File: src/rtl/sr_drv_pkg.sv
// Shared types and S/R drive encodings for the SR flip-flop driver.
package sr_drv_pkg;

  typedef enum logic [1:0] {
    IDLE  = 2'd0,
    DRIVE = 2'd1,
    CHECK = 2'd2,
    FIN   = 2'd3
  } state_e;

  // {S,R} drive codes; ILL must never reach the flop.
  localparam logic [1:0] HOLD = 2'b00;
  localparam logic [1:0] RST  = 2'b01;
  localparam logic [1:0] SET  = 2'b10;
  localparam logic [1:0] ILL  = 2'b11;

endpackage

File: src/rtl/sr_ff_driver_if.sv
// S/R driver bundle: sequence control, flop drive and feedback, status.
interface sr_ff_driver_if #(
  parameter int W  = 8,
  parameter int LW = $clog2(W + 1)
) ();

  logic          START;
  logic [W-1:0]  PATTERN;
  logic [LW-1:0] LEN;
  logic          Q_FB;
  logic          S;
  logic          R;
  logic          BUSY;
  logic          DONE;
  logic          ERR;
  logic [LW-1:0] BIT_IDX;

  // Driver side.
  modport master (
    input  START, PATTERN, LEN, Q_FB,
    output S, R, BUSY, DONE, ERR, BIT_IDX
  );

  // Fixture side: issues sequences and closes the loop through the flop.
  modport slave (
    output START, PATTERN, LEN, Q_FB,
    input  S, R, BUSY, DONE, ERR, BIT_IDX
  );

endinterface

File: src/rtl/sr_excite.sv
// SR excitation: maps target bit and known flop state onto a legal {S,R} code.
module sr_excite
  import sr_drv_pkg::*;
(
  input  logic       t_i,
  input  logic       m_i,
  input  logic       mv_i,
  input  logic       force_i,
  output logic [1:0] sr_o
);

  // Only an unknown or differing flop state needs an active drive.
  always_comb begin
    sr_o = HOLD;
    if (force_i || !mv_i || (t_i != m_i)) begin
      sr_o = t_i ? SET : RST;
    end
  end

endmodule

File: src/rtl/sr_ff_driver.sv
// SR flop sequence driver: applies a target Q pattern LSB first and checks Q feedback.
// Build option SR_DRV_FORCE_EN: drive SET/RST every bit instead of holding when Q already matches.
module sr_ff_driver
  import sr_drv_pkg::*;
#(
  parameter int W  = 8,
  parameter int LW = $clog2(W + 1)
) (
  input  logic           CLK,
  input  logic           RST_N,
  sr_ff_driver_if.master bus
);

`ifdef SR_DRV_FORCE_EN
  localparam logic FORCE_DRV = 1'b1;
`else
  localparam logic FORCE_DRV = 1'b0;
`endif

  state_e        state_q, state_d;
  logic [W-1:0]  pat_q, pat_d;
  logic [LW-1:0] len_q, len_d;
  logic [LW-1:0] idx_q, idx_d;
  logic          err_q, err_d;
  logic          m_q, m_d;
  logic          mv_q, mv_d;
  logic          s_q, r_q, busy_q, done_q;
  logic [LW-1:0] len_clamp;
  logic          match;
  logic [1:0]    ex_sr;

  assign len_clamp = (bus.LEN > LW'(W)) ? LW'(W) : bus.LEN;

  // The excitation for the next DRIVE cycle sees the post-update pattern and model.
  sr_excite u_excite (
    .t_i     (pat_d[0]),
    .m_i     (m_d),
    .mv_i    (mv_d),
    .force_i (FORCE_DRV),
    .sr_o    (ex_sr)
  );

  always_comb begin
    state_d = state_q;
    pat_d   = pat_q;
    len_d   = len_q;
    idx_d   = idx_q;
    err_d   = err_q;
    m_d     = m_q;
    mv_d    = mv_q;
    // An X/Z feedback fails the equality test and falls through as a mismatch.
    match   = 1'b0;
    if (bus.Q_FB == pat_q[0]) match = 1'b1;

    case (state_q)
      IDLE, FIN: begin
        state_d = IDLE;
        if (bus.START) begin
          pat_d   = bus.PATTERN;
          len_d   = len_clamp;
          idx_d   = '0;
          err_d   = 1'b0;
          state_d = (len_clamp == '0) ? FIN : DRIVE;
        end
      end
      DRIVE: state_d = CHECK;
      CHECK: begin
        if (!match) begin
          err_d   = 1'b1;
          state_d = FIN;
        end else begin
          m_d  = pat_q[0];
          mv_d = 1'b1;
          if (idx_q == len_q - LW'(1)) begin
            state_d = FIN;
          end else begin
            idx_d   = idx_q + LW'(1);
            pat_d   = pat_q >> 1;
            state_d = DRIVE;
          end
        end
      end
      default: state_d = IDLE;
    endcase
  end

  always_ff @(posedge CLK or negedge RST_N) begin
    if (!RST_N) begin
      state_q <= IDLE;
      idx_q   <= '0;
      err_q   <= 1'b0;
      m_q     <= 1'b0;
      mv_q    <= 1'b0;
      s_q     <= 1'b0;
      r_q     <= 1'b0;
      busy_q  <= 1'b0;
      done_q  <= 1'b0;
    end else begin
      state_q <= state_d;
      idx_q   <= idx_d;
      err_q   <= err_d;
      m_q     <= m_d;
      mv_q    <= mv_d;
      s_q     <= (state_d == DRIVE) ? ex_sr[1] : 1'b0;
      r_q     <= (state_d == DRIVE) ? ex_sr[0] : 1'b0;
      busy_q  <= (state_d == DRIVE) || (state_d == CHECK);
      done_q  <= (state_q == FIN);
    end
  end

  // Pattern and length are only meaningful after a START, so they carry no reset.
  always_ff @(posedge CLK) begin
    pat_q <= pat_d;
    len_q <= len_d;
  end

  always @(posedge CLK) begin
    if (RST_N) assert ({s_q, r_q} != ILL);
  end

  assign bus.S       = s_q;
  assign bus.R       = r_q;
  assign bus.BUSY    = busy_q;
  assign bus.DONE    = done_q;
  assign bus.ERR     = err_q;
  assign bus.BIT_IDX = idx_q;

endmodule

File: src/flat_wrapper.sv
// flat-port wrapper written by rule: the top's interface ports become plain ports
module sr_ff_driver_flat import sr_drv_pkg::*;
#(
  parameter int W  = 8,
  parameter int LW = $clog2(W + 1)
)
  (CLK, RST_N, bus_START, bus_PATTERN, bus_LEN, bus_Q_FB, bus_S, bus_R, bus_BUSY, bus_DONE, bus_ERR, bus_BIT_IDX);
  sr_ff_driver_if #(.W(W), .LW(LW)) bus_i ();
  input  logic CLK;
  input  logic RST_N;
  input wire logic [$bits(bus_i.START)-1:0] bus_START;
  input wire logic [$bits(bus_i.PATTERN)-1:0] bus_PATTERN;
  input wire logic [$bits(bus_i.LEN)-1:0] bus_LEN;
  input wire logic [$bits(bus_i.Q_FB)-1:0] bus_Q_FB;
  output wire logic [$bits(bus_i.S)-1:0] bus_S;
  output wire logic [$bits(bus_i.R)-1:0] bus_R;
  output wire logic [$bits(bus_i.BUSY)-1:0] bus_BUSY;
  output wire logic [$bits(bus_i.DONE)-1:0] bus_DONE;
  output wire logic [$bits(bus_i.ERR)-1:0] bus_ERR;
  output wire logic [$bits(bus_i.BIT_IDX)-1:0] bus_BIT_IDX;
  assign bus_i.START = bus_START;
  assign bus_i.PATTERN = bus_PATTERN;
  assign bus_i.LEN = bus_LEN;
  assign bus_i.Q_FB = bus_Q_FB;
  assign bus_S = bus_i.S;
  assign bus_R = bus_i.R;
  assign bus_BUSY = bus_i.BUSY;
  assign bus_DONE = bus_i.DONE;
  assign bus_ERR = bus_i.ERR;
  assign bus_BIT_IDX = bus_i.BIT_IDX;
  sr_ff_driver #(.W(W), .LW(LW)) u_core (.CLK(CLK), .RST_N(RST_N), .bus(bus_i));
endmodule
File: config.mk
export PLATFORM = sky130hd
export DESIGN_NAME = sr_ff_driver_flat
export DESIGN_NICKNAME = d
export VERILOG_FILES = /design/src/rtl/sr_drv_pkg.sv /design/src/rtl/sr_ff_driver_if.sv /design/src/rtl/sr_excite.sv /design/src/rtl/sr_ff_driver.sv /design/src/flat_wrapper.sv
export SDC_FILE = /design/constraint.sdc
export NUM_CORES = 1
export LEC_CHECK = 0
export CORE_ASPECT_RATIO = 1.4
export CORE_MARGIN = 5
export CORE_UTILIZATION = 54
export DETAILED_ROUTE_END_ITERATION = 10
export GPL_TIMING_DRIVEN = 0
export PLACE_DENSITY = 0.88
export SLEW_MARGIN = 20
export SYNTH_ARGS = -nofsm -noshare
export SYNTH_HDL_FRONTEND = slang
export SYNTH_HIERARCHICAL = 1
export SYNTH_SLANG_ARGS = --single-unit
File: constraint.sdc
create_clock -name CLK -period 4.8 [get_ports CLK]
set_input_delay 0.96 -clock CLK [delete_from_list [all_inputs] [get_ports CLK]]
set_output_delay 0.96 -clock CLK [all_outputs]
set_load 0.1 [all_outputs]
==> results of run 1 <==
==> routing by layer <==
| metal | wire [um] | up-vias |
|---|---|---|
| met3 | 113 | 4 |
| li1 | - | 493 |
| met5 | 0 | - |
| met2 | 1500 | 27 |
| met4 | 42 | 0 |
| met1 | 1040 | 480 |
==> sequential cells by signal, summed over array words and instances (netlist names) <==
| signal | cells |
|---|---|
| u_core/bus.BIT_IDX | 4 |
| u_core/bus.BUSY | 1 |
| u_core/bus.DONE | 1 |
| u_core/bus.ERR | 1 |
| u_core/bus.R | 1 |
| u_core/bus.S | 1 |
| u_core/len_q | 4 |
| u_core/m_q | 1 |
| u_core/mv_q | 1 |
| u_core/pat_q | 8 |
| u_core/state_q | 2 |
==> layout make-up <==
class,instances,area share [%]
Sequential cell,25,42.1
Tap cell,23,1.79
Clock buffer,4,1.64
Inverter,13,3.04
Buffer,4,1.01
Timing Repair Buffer,24,15.0
Multi-Input combinational cell,82,35.4
==> synthesized netlist by cell type (3+ instances only) <==
| master | count |
|---|---|
| sky130_fd_sc_hd__a21oi_1 | 8 |
| sky130_fd_sc_hd__a22oi_1 | 7 |
| sky130_fd_sc_hd__a31oi_1 | 4 |
| sky130_fd_sc_hd__dfrtp_1 | 13 |
| sky130_fd_sc_hd__edfxtp_1 | 11 |
| sky130_fd_sc_hd__ha_1 | 7 |
| sky130_fd_sc_hd__inv_1 | 12 |
| sky130_fd_sc_hd__nand2_1 | 6 |
| sky130_fd_sc_hd__nand3_1 | 4 |
| sky130_fd_sc_hd__nor2_1 | 9 |
| sky130_fd_sc_hd__nor2b_1 | 3 |
| sky130_fd_sc_hd__nor3_1 | 3 |
| sky130_fd_sc_hd__o21ai_0 | 5 |
| sky130_fd_sc_hd__xnor2_1 | 3 |
==> path summary, 6_finish.rpt <==
check                                       from  cells after the start  slack (ns)                     to
min in group asynchronous                  RST_N                      1        1.00  u_core/bus.BIT_IDX[2]
min reg2reg                          u_core/mv_q                      1        0.53            u_core/mv_q
min                                  u_core/mv_q                      1        0.53            u_core/mv_q
max                        u_core/bus.BIT_IDX[0]                      1        1.84         bus_BIT_IDX[0]
max reg2reg                      u_core/len_q[0]                     10        2.50           u_core/bus.S
max in group asynchronous                  RST_N                      1        3.42            u_core/mv_q
==> power by group <==
group | switching (mW) | leakage [nW] | internal (mW)
combinational | 0.376 | 0.364 | 0.161
clock | 0.0576 | 0.0150 | 0.0324
sequential | 0.0416 | 0.283 | 0.322
total | 0.475 | 0.662 | 0.516
==> metrics by stage <==
step	hold WS, ns	utilization, %	setup slack (ns)	instance area (um^2)	std cells
global route	0.554	67.8	1.76	1600	175
floorplan	0.453	-	2.17	1310	124
CTS	0.534	67.8	1.81	1600	175
detailed placement	0.500	66.7	1.91	1580	171
finish	0.532	67.8	1.84	1600	175
global placement	0.470	66.7	1.93	1580	171
==> placed cells by master, fill, tap and decap left out, drive strengths merged <==
cell	instances
o21ai	6
nor2b	3
a21o	1
dfrtp	13
a31oi	4
clkbuf	7
nand2b	2
o22ai	1
nand2	6
or2	1
a211o	1
xnor2	3
and3	1
nor2	9
xor2	2
nor4	1
o21a	1
nand3	4
o211ai	2
edfxtp	11
a22oi	7
and2	2
conb	1
o221a	1
clkinv	1
a21oi	9
nor3	4
buf	1
a21boi	1
ha	7
mux2i	1
inv	12
clkdlybuf4s50	24
xor3	1
dfxtp	1
==> cells by family (layout without fill, tap and decap cells) <==
kind of cell | count (synthesis) | in the layout | share of synthesized area (%)
AOI/OAI and AO/OA | 34 | 34 | 17.4
and+or+nand+nor | 33 | 33 | 13.0
DFF | 25 | 25 | 51.6
buffers and inverters | 17 | 45 | 4.97
adders and majority gates | 7 | 7 | 6.69
xor gates and xnor gates | 6 | 6 | 5.26
other | 1 | 1 | 0.287
muxes | 1 | 1 | 0.765
==> impl_summary.txt, run 1 <==
----------------------------------------------------
[Layout]
  Footprint of the multi-input gates ... 568 um^2
  Share of cells above drive strength 1 ... 5.92%
  Footprint of the flip-flops and latches ... 676 um^2
  Net total in the final layout ... 176
  Antenna Cells ... 0
  Fill count ... 187
  Synthesis-to-finish area growth ... 22.6%

[Clocking]
  Number of levels the H-tree was split into ... 1
  Buffers from clock root to sink, at most ... 2
  Clock root buffer ... sky130_fd_sc_hd__clkbuf_4
  Clock-pin slew reported for the worst setup and hold paths after clock tree synthesis ... 0.12 ns
  # resized after CTS ... 0
  Post-CTS Hold Fix Bufs ... 0
  Clock latency at the later pin of the worst-skew pair ... 0.31 ns
  Sink Count ... 25
  TritonCTS Buffers ... 3
  TritonCTS clock tree ... built
  Setup Buffers After CTS ... 0

[Timing]
  Min cycle time layout ... 2.96 ns
  Setup-violating endpoint count in the final report ... 0
  Highest Clock Rate ... 0.338 GHz
  Final max-slew violation count ... 0
  Setup repair after global routing missed its margin ... no
  Remaining max-slew budget at the tightest pin ... 34.1%
  Clock Skews ... 0.00765 ns
  Fin. Hold Viols ... 0
  Transition time at the pin with the least slew margin ... 0.985 ns
  Period utilization ... 61.7%
  Final TNS setup ... 0 ns

[Floorplan]
  Vertical die dimension ... 68.3 um
  Die footprint ... 3520 um^2
  Horizontal die dimension ... 51.6 um
  Core Box Area ... 2360 um^2
  Row cnt ... 21
  Initial cell density of the core ... 55.3%
  Top Ports ... 25

[Pwr]
  Power Density ... 618 nW/um^2
  Worst vdd rail ir drop ... 316 uV
  Static Leak ... 0.662 nW
  Post-route total power ... 0.991 mW

[GRT]
  M1 GR Usage ... 17.4%
  Number of global-route vias before repair ... 999
  Global-route usage over all layers ... 16.7%
  Met3 layer usage reported by global route ... 2.61%
  Global-route wire length before repair ... 4350 um
  Global routing's busiest layer ... met2
  Global-route congestion overflow total ... 0
  Antenna violations before repair ... 0
  Pin count of the biggest net entering global routing ... 14
  Met2 usage in global routing ... 31.7%

[Logic synthesis]
  Mapped Area ... 1310 um^2
  Seq/Total Area, Yosys ... 51.6%
  Synthesized instance count ... 124
  Total nets after synthesis ... 147
  Number of synthesized flops with an enable pin ... 11
  Cell types occupying the most area after synthesis ... sky130_fd_sc_hd__edfxtp_1 25%, sky130_fd_sc_hd__dfrtp_1 25%, sky130_fd_sc_hd__ha_1 6.7%, sky130_fd_sc_hd__a22oi_1 4.0%, sky130_fd_sc_hd__inv_1 3.4%
  Unique cell type count in the Yosys netlist ... 38
  Post-synth top area share ... 25.2%
  Area leader, netlist ... sky130_fd_sc_hd__edfxtp_1
  Total of flip-flops plus latches after synthesis ... 25
  Mean Syn Cell Area ... 10.6 um^2
  Fraction of registers with async set/reset ... 52.0%
  Syn. warnings ... 6
  Prevailing post-synth register cell ... sky130_fd_sc_hd__dfrtp_1

[Route]
  DRC viols ... 0
  First-pass DRT Iterations ... 4
  Final Routed Wirelength ... 2690 um
  Starting DRT DRC Count ... 51
  Residual antenna-violating net count after detailed routing ... 0
  Routed len/inst ... 15.4 um
  Total vias in the final route ... 1004
  DR vias/cell ... 5.74

[Setup path]
  CP arrival ... 2.00 ns
  Worst Path Class, Setup ... reg2out
  Slowest cell on the critical path ... sky130_fd_sc_hd__clkdlybuf4s50_1
  CP required ... 3.84 ns
  Endpoint type of the worst setup path ... output pin
  Crit-path cells ... clkdlybuf4s50_1
  Crit path launch type ... register
  Biggest cell delay along the critical path ... 1.19 ns
  Dominant delay contributor by cell family on the critical path ... buffers and inverters
  Buffers & Inverters on Critical Path ... 1
  Largest fanout on the critical path ... 7

[Outcome]
  Outcome ... complete, no violations

[Run]
  Max-cap viol count ... 0

[Min path]
  Worst min-delay path class ... reg2reg

[Placed design]
  I/O Buffers ... 24
  DP HPWL ... 2120 um
  Routability Congestion ... 0.827

----------------------------------------------------
(Power assumes the default switching activity.)
==> run 2, diff against run 1 <==
- CORE_UTILIZATION: 54 -> 46
- PLACE_DENSITY: 0.88 -> 0.8
- clock period: 4.8 -> 2.35 ns (I/O delays scaled with it)
==> run 2 against run 1 <==
Effect of this change:
- clock power rose to 2.8 times the previous value
- first-iteration DRC count shrank 27%
- core utilization shrank 8.4 points
- sequential power up 100%
- flip-flop and latch count unchanged
- routed wire length up 0.37%
- largest power group unchanged
==> impl_summary.txt, run 2 (synthesized netlist as in run 1, its figures left out) <==
----------------------------------------------------
[Timing]
  Clock Skews ... 0.00545 ns
  Remaining max-slew budget at the tightest pin ... 34.8%
  Final max-slew violation count ... 0
  Fin. Hold Viols ... 0
  Final worst slack ... 0.0666 ns
  Period utilization ... 97.2%
  Highest Clock Rate ... 0.438 GHz
  Final TNS setup ... 0 ns
  Setup repair after global routing missed its margin ... no
  Min cycle time layout ... 2.28 ns
  Worst slack on hold paths ... 0.503 ns
  Transition time at the pin with the least slew margin ... 0.976 ns
  Setup-violating endpoint count in the final report ... 0

[GRT]
  Global-route usage over all layers ... 14.7%
  Pin count of the biggest net entering global routing ... 15
  Global-route wire length before repair ... 4350 um
  Antenna violations before repair ... 0
  Number of global-route vias before repair ... 957
  Global-route congestion overflow total ... 0

[Route]
  DRC viols ... 0
  Total vias in the final route ... 1024
  DR vias/cell ... 5.42
  First-pass DRT Iterations ... 4
  Residual antenna-violating net count after detailed routing ... 0
  Starting DRT DRC Count ... 37
  Final Routed Wirelength ... 2700 um
  Routed len/inst ... 14.3 um

[Setup path]
  CP required ... 1.88 ns
  Buffers & Inverters on Critical Path ... 1
  Biggest cell delay along the critical path ... 1.14 ns
  Endpoint type of the worst setup path ... output pin
  Worst Path Class, Setup ... reg2out
  Largest fanout on the critical path ... 4
  Worst reg-to-reg setup slack ... 0.15 ns
  Slowest cell on the critical path ... sky130_fd_sc_hd__clkdlybuf4s50_1
  CP arrival ... 1.81 ns
  Dominant delay contributor by cell family on the critical path ... buffers and inverters
  Crit path launch type ... register
  Crit-path cells ... clkdlybuf4s50_1

[Layout]
  Final Instance Count excl. Fillers ... 189
  Commonest cells after routing, fill and taps aside ... 20 x sky130_fd_sc_hd__clkdlybuf4s50_1, 12 x sky130_fd_sc_hd__inv_1, 11 x sky130_fd_sc_hd__edfxtp_1
  Share of cells above drive strength 1 ... 9.87%
  Flip-flop count of the largest register, all copies and words added ... 8
  Synthesis-to-finish area growth ... 26.9%
  Antenna Cells ... 0
  Net total in the final layout ... 176
  Util after Layout ... 59.5%
  Register containing the most flip-flops in the final layout ... u_core/pat_q
  Leading cell type in the layout, fill and taps excluded ... sky130_fd_sc_hd__clkdlybuf4s50_1

[Clocking]
  TritonCTS clock tree ... built
  Number of levels the H-tree was split into ... 1
  Clock root buffer ... sky130_fd_sc_hd__clkbuf_8
  Sink Count ... 25
  TritonCTS Buffers ... 3
  Clock latency at the later pin of the worst-skew pair ... 0.27 ns
  Buffers from clock root to sink, at most ... 2
  Clock-pin slew reported for the worst setup and hold paths after clock tree synthesis ... 0.08 ns

[Placed design]
  DP HPWL ... 2100 um
  Worst slack, placed ... -0.0536 ns
  I/O Buffers ... 24
  Routability Congestion ... 0.783
  Total instance count after detailed placement ... 185

[Run]
  Max-cap viol count ... 0

[Floorplan]
  Die footprint ... 4030 um^2
  Row cnt ... 23
  Core Box Area ... 2790 um^2
  Horizontal die dimension ... 55.1 um
  Initial cell density of the core ... 46.9%
  Vertical die dimension ... 73.1 um
  Top Ports ... 25

[Pwr]
  Power Density ... 1270 nW/um^2
  Worst vdd rail ir drop ... 726 uV
  Static Leak ... 0.738 nW

[Min path]
  Worst min-delay path class ... reg2reg

[Outcome]
  Outcome ... complete, no violations

----------------------------------------------------
==> run 2: cell types whose count changed in the layout (fill, tap and decap cells not counted), moves of 3 or more <==
cell,delta
sky130_fd_sc_hd__clkbuf_4,-3
sky130_fd_sc_hd__clkbuf_8,+3
sky130_fd_sc_hd__clkdlybuf4s50_1,-4
sky130_fd_sc_hd__dfrtp_1,-4
sky130_fd_sc_hd__dfrtp_2,+4
sky130_fd_sc_hd__dlymetal6s2s_1,+4
==> run 2: metrics by stage <==
stage	total power, mW	cell area [um^2]
floorplan	1.57	1310
global placement	1.80	1600
detailed placement	1.85	1600
CTS	2.10	1650
global route	2.23	1660
finish	2.10	1660
==> run 2: worst paths after layout <==
path | end | from | cells past startpoint
max in group asynchronous | u_core/bus.BIT_IDX[0] | RST_N | 1
worst min-delay path | u_core/mv_q | u_core/mv_q | 1
worst min register to register | u_core/mv_q | u_core/mv_q | 1
worst max-delay path | bus_BIT_IDX[3] | u_core/bus.BIT_IDX[3] | 1
worst max register to register | u_core/bus.R | u_core/len_q[0] | 9
min in group asynchronous | u_core/bus.ERR | RST_N | 1
==> run 2: report_power, final <==
part	leakage (nW)	internal, mW	switching, mW
Sequential	0.276	0.659	0.0846
Combinational	0.437	0.332	0.776
Clock	0.0255	0.118	0.130
Total	0.738	1.11	0.991
==> run 2: area by class of cell <==
type	count	area [um^2]
Clock buffer	3	41.3
Buffer	4	16.3
Timing Repair Buffer	24	250
Tap cell	37	46.3
Fill cell	237	1130
Multi-Input combinational cell	82	572
Clock inverter	1	5.00
Inverter	13	48.8
Sequential cell	25	681
==> run 2: layer usage <==
| layer | wire (um) | global-route usage, % |
|---|---|---|
| met5 | 0 | 0 |
| met4 | 27 | 5.41 |
| met3 | 132 | 2.25 |
| met2 | 1470 | 25.1 |
| met1 | 1070 | 18.1 |
==> run 2: timing repair <==
action,in CTS,in global routing
resized for setup,0,6
buffers inserted,0,0
hold buffers,0,0
setup endpoints to repair,0,12
==> run 3, diff against run 2 <==
- CAP_MARGIN: default -> 20
- GPL_TIMING_DRIVEN: 0 -> default
==> run 3 against run 2 <==
Effect of this change:
- worst setup slack better by 0.10 ns
- clock skew about the same
- via count down 1.5%
- global-route usage up 0.63 points
- fmax up 4.8%
- routed wire length up 0.44%
- critical path depth up 8
- die area unchanged
- clock power up 2%
- clock-buffer cell count up 1
- cell count unchanged
- critical path type is now reg2reg
- critical endpoint is now u_core/bus.R
- largest power group unchanged
- highest routed layer unchanged
==> impl_summary.txt, run 3 (synthesized netlist as in run 1, its figures left out) <==
----------------------------------------------------
[Clocking]
  TritonCTS clock tree ... built
  Post-CTS Hold Fix Bufs ... 0
  Number of levels the H-tree was split into ... 1
  Clock-pin slew reported for the worst setup and hold paths after clock tree synthesis ... 0.09 ns
  Clock root buffer ... sky130_fd_sc_hd__clkbuf_8
  Setup Buffers After CTS ... 0
  TritonCTS Buffers ... 3
  Clock latency at the later pin of the worst-skew pair ... 0.27 ns
  # resized after CTS ... 0
  Sink Count ... 25
  Buffers from clock root to sink, at most ... 2

[Layout]
  Register containing the most flip-flops in the final layout ... u_core/pat_q
  Flip-flop count of the largest register, all copies and words added ... 8
  Net total in the final layout ... 176
  Commonest cells after routing, fill and taps aside ... 15 x sky130_fd_sc_hd__clkdlybuf4s50_1, 13 x sky130_fd_sc_hd__buf_4, 12 x sky130_fd_sc_hd__inv_1
  Footprint of the flip-flops and latches ... 681 um^2
  Util after Layout ... 58.6%
  Fill count ... 254
  Synthesis-to-finish area growth ... 25.0%
  Share of cells above drive strength 1 ... 16.4%
  Footprint of the multi-input gates ... 568 um^2
  Leading cell type in the layout, fill and taps excluded ... sky130_fd_sc_hd__clkdlybuf4s50_1
  Antenna Cells ... 0

[Placed design]
  DP HPWL ... 2100 um
  Routability Congestion ... 0.828
  I/O Buffers ... 24

[Setup path]
  Biggest cell delay along the critical path ... 0.39 ns
  Endpoint type of the worst setup path ... register
  Largest fanout on the critical path ... 6
  Dominant delay contributor by cell family on the critical path ... compound AO/OA/AOI/OAI gates
  CP required ... 2.51 ns
  Worst Path Class, Setup ... reg2reg
  Buffers & Inverters on Critical Path ... 1
  Slowest cell on the critical path ... sky130_fd_sc_hd__edfxtp_1
  CP arrival ... 2.34 ns
  Worst reg-to-reg setup slack ... 0.17 ns
  Depth of the most critical reg-to-reg path ... 9
  Stages on the worst setup path ... 9
  Crit-path cells ... inv_1, ha_1, xnor2_1, nor3_4, a21o_4, a21oi_1, o21a_1, ha_1, and2_1
  Crit path launch type ... register
  Most common cell type on the critical path ... sky130_fd_sc_hd__ha_1

[Pwr]
  Static Leak ... 0.691 nW
  Power Density ... 1300 nW/um^2
  Worst vdd rail ir drop ... 807 uV

[Min path]
  Number of cells traversed by the worst hold path ... 1
  Worst min-delay path class ... reg2reg

[Route]
  DRC viols ... 0
  Starting DRT DRC Count ... 37
  Final Routed Wirelength ... 2720 um
  Residual antenna-violating net count after detailed routing ... 0
  First-pass DRT Iterations ... 4
  Routed len/inst ... 14.4 um
  DR vias/cell ... 5.34
  Total vias in the final route ... 1009

[Timing]
  Setup repair after global routing missed its margin ... no
  Min cycle time layout ... 2.18 ns
  Remaining max-slew budget at the tightest pin ... 61.1%
  Fin. Hold Viols ... 0
  Final max-slew violation count ... 0
  Period utilization ... 92.8%
  Clock Skews ... 0.00532 ns
  Setup-violating endpoint count in the final report ... 0
  Transition time at the pin with the least slew margin ... 0.582 ns
  Highest Clock Rate ... 0.459 GHz
  Final TNS setup ... 0 ns

[GRT]
  Number of global-route vias before repair ... 1034
  Global-route congestion overflow total ... 0
  Global-route wire length before repair ... 4520 um
  Pin count of the biggest net entering global routing ... 14
  Global-route usage over all layers ... 15.3%
  Antenna violations before repair ... 0

[Floorplan]
  Initial cell density of the core ... 46.9%
  Vertical die dimension ... 73.1 um
  Core Box Area ... 2790 um^2
  Top Ports ... 25
  Die footprint ... 4030 um^2
  Horizontal die dimension ... 55.1 um
  Row cnt ... 23

[Run]
  Max-cap viol count ... 0

[Outcome]
  Outcome ... complete, no violations

----------------------------------------------------
-- run 3: worst paths after layout --
check,from,end
worst max-delay path,u_core/len_q[0],u_core/bus.R
worst min-delay path,u_core/mv_q,u_core/mv_q
worst max register to register,u_core/len_q[0],u_core/bus.R
worst min register to register,u_core/mv_q,u_core/mv_q
max in group asynchronous,RST_N,u_core/bus.BIT_IDX[0]
min in group asynchronous,RST_N,u_core/bus.BIT_IDX[2]
-- run 3: stage by stage --
stage | setup slack (ns) | cells | hold WS (ns) | instance area, um^2 | total power [mW]
4_1_cts | 0.168 | 189 | 0.537 | 1640 | 2.14
3_3_place_gp | 0.206 | 185 | 0.475 | 1590 | 1.85
5_1_grt | 0.0478 | 189 | 0.588 | 1640 | 2.28
3_5_place_dp | 0.131 | 185 | 0.503 | 1590 | 1.89
2_1_floorplan | 0.0425 | 124 | 0.174 | 1310 | 1.57
6_report | 0.170 | 189 | 0.534 | 1640 | 2.13
-- run 3: final cells by class --
type                    count  area share, %
flip-flops and latches     25           41.6
multi-input cells          82           34.7
repair buffers             28           15.1
inverters                  13           2.98
well taps                  37           2.83
clock buffers               4           2.75
-- run 3: layer usage --
metal,up-vias,part of all wire [%],GRT usage [%]
met1,478,39,17.7
met4,0,2.2,6.22
met5,-,0,0
met3,8,4.2,2.25
met2,31,55,27.1
li1,492,-,-
-- run 3: power breakdown --
part	switching [mW]	leakage [nW]	internal, mW
logic	0.768	0.392	0.356
clock network	0.132	0.0228	0.121
registers	0.0945	0.276	0.658
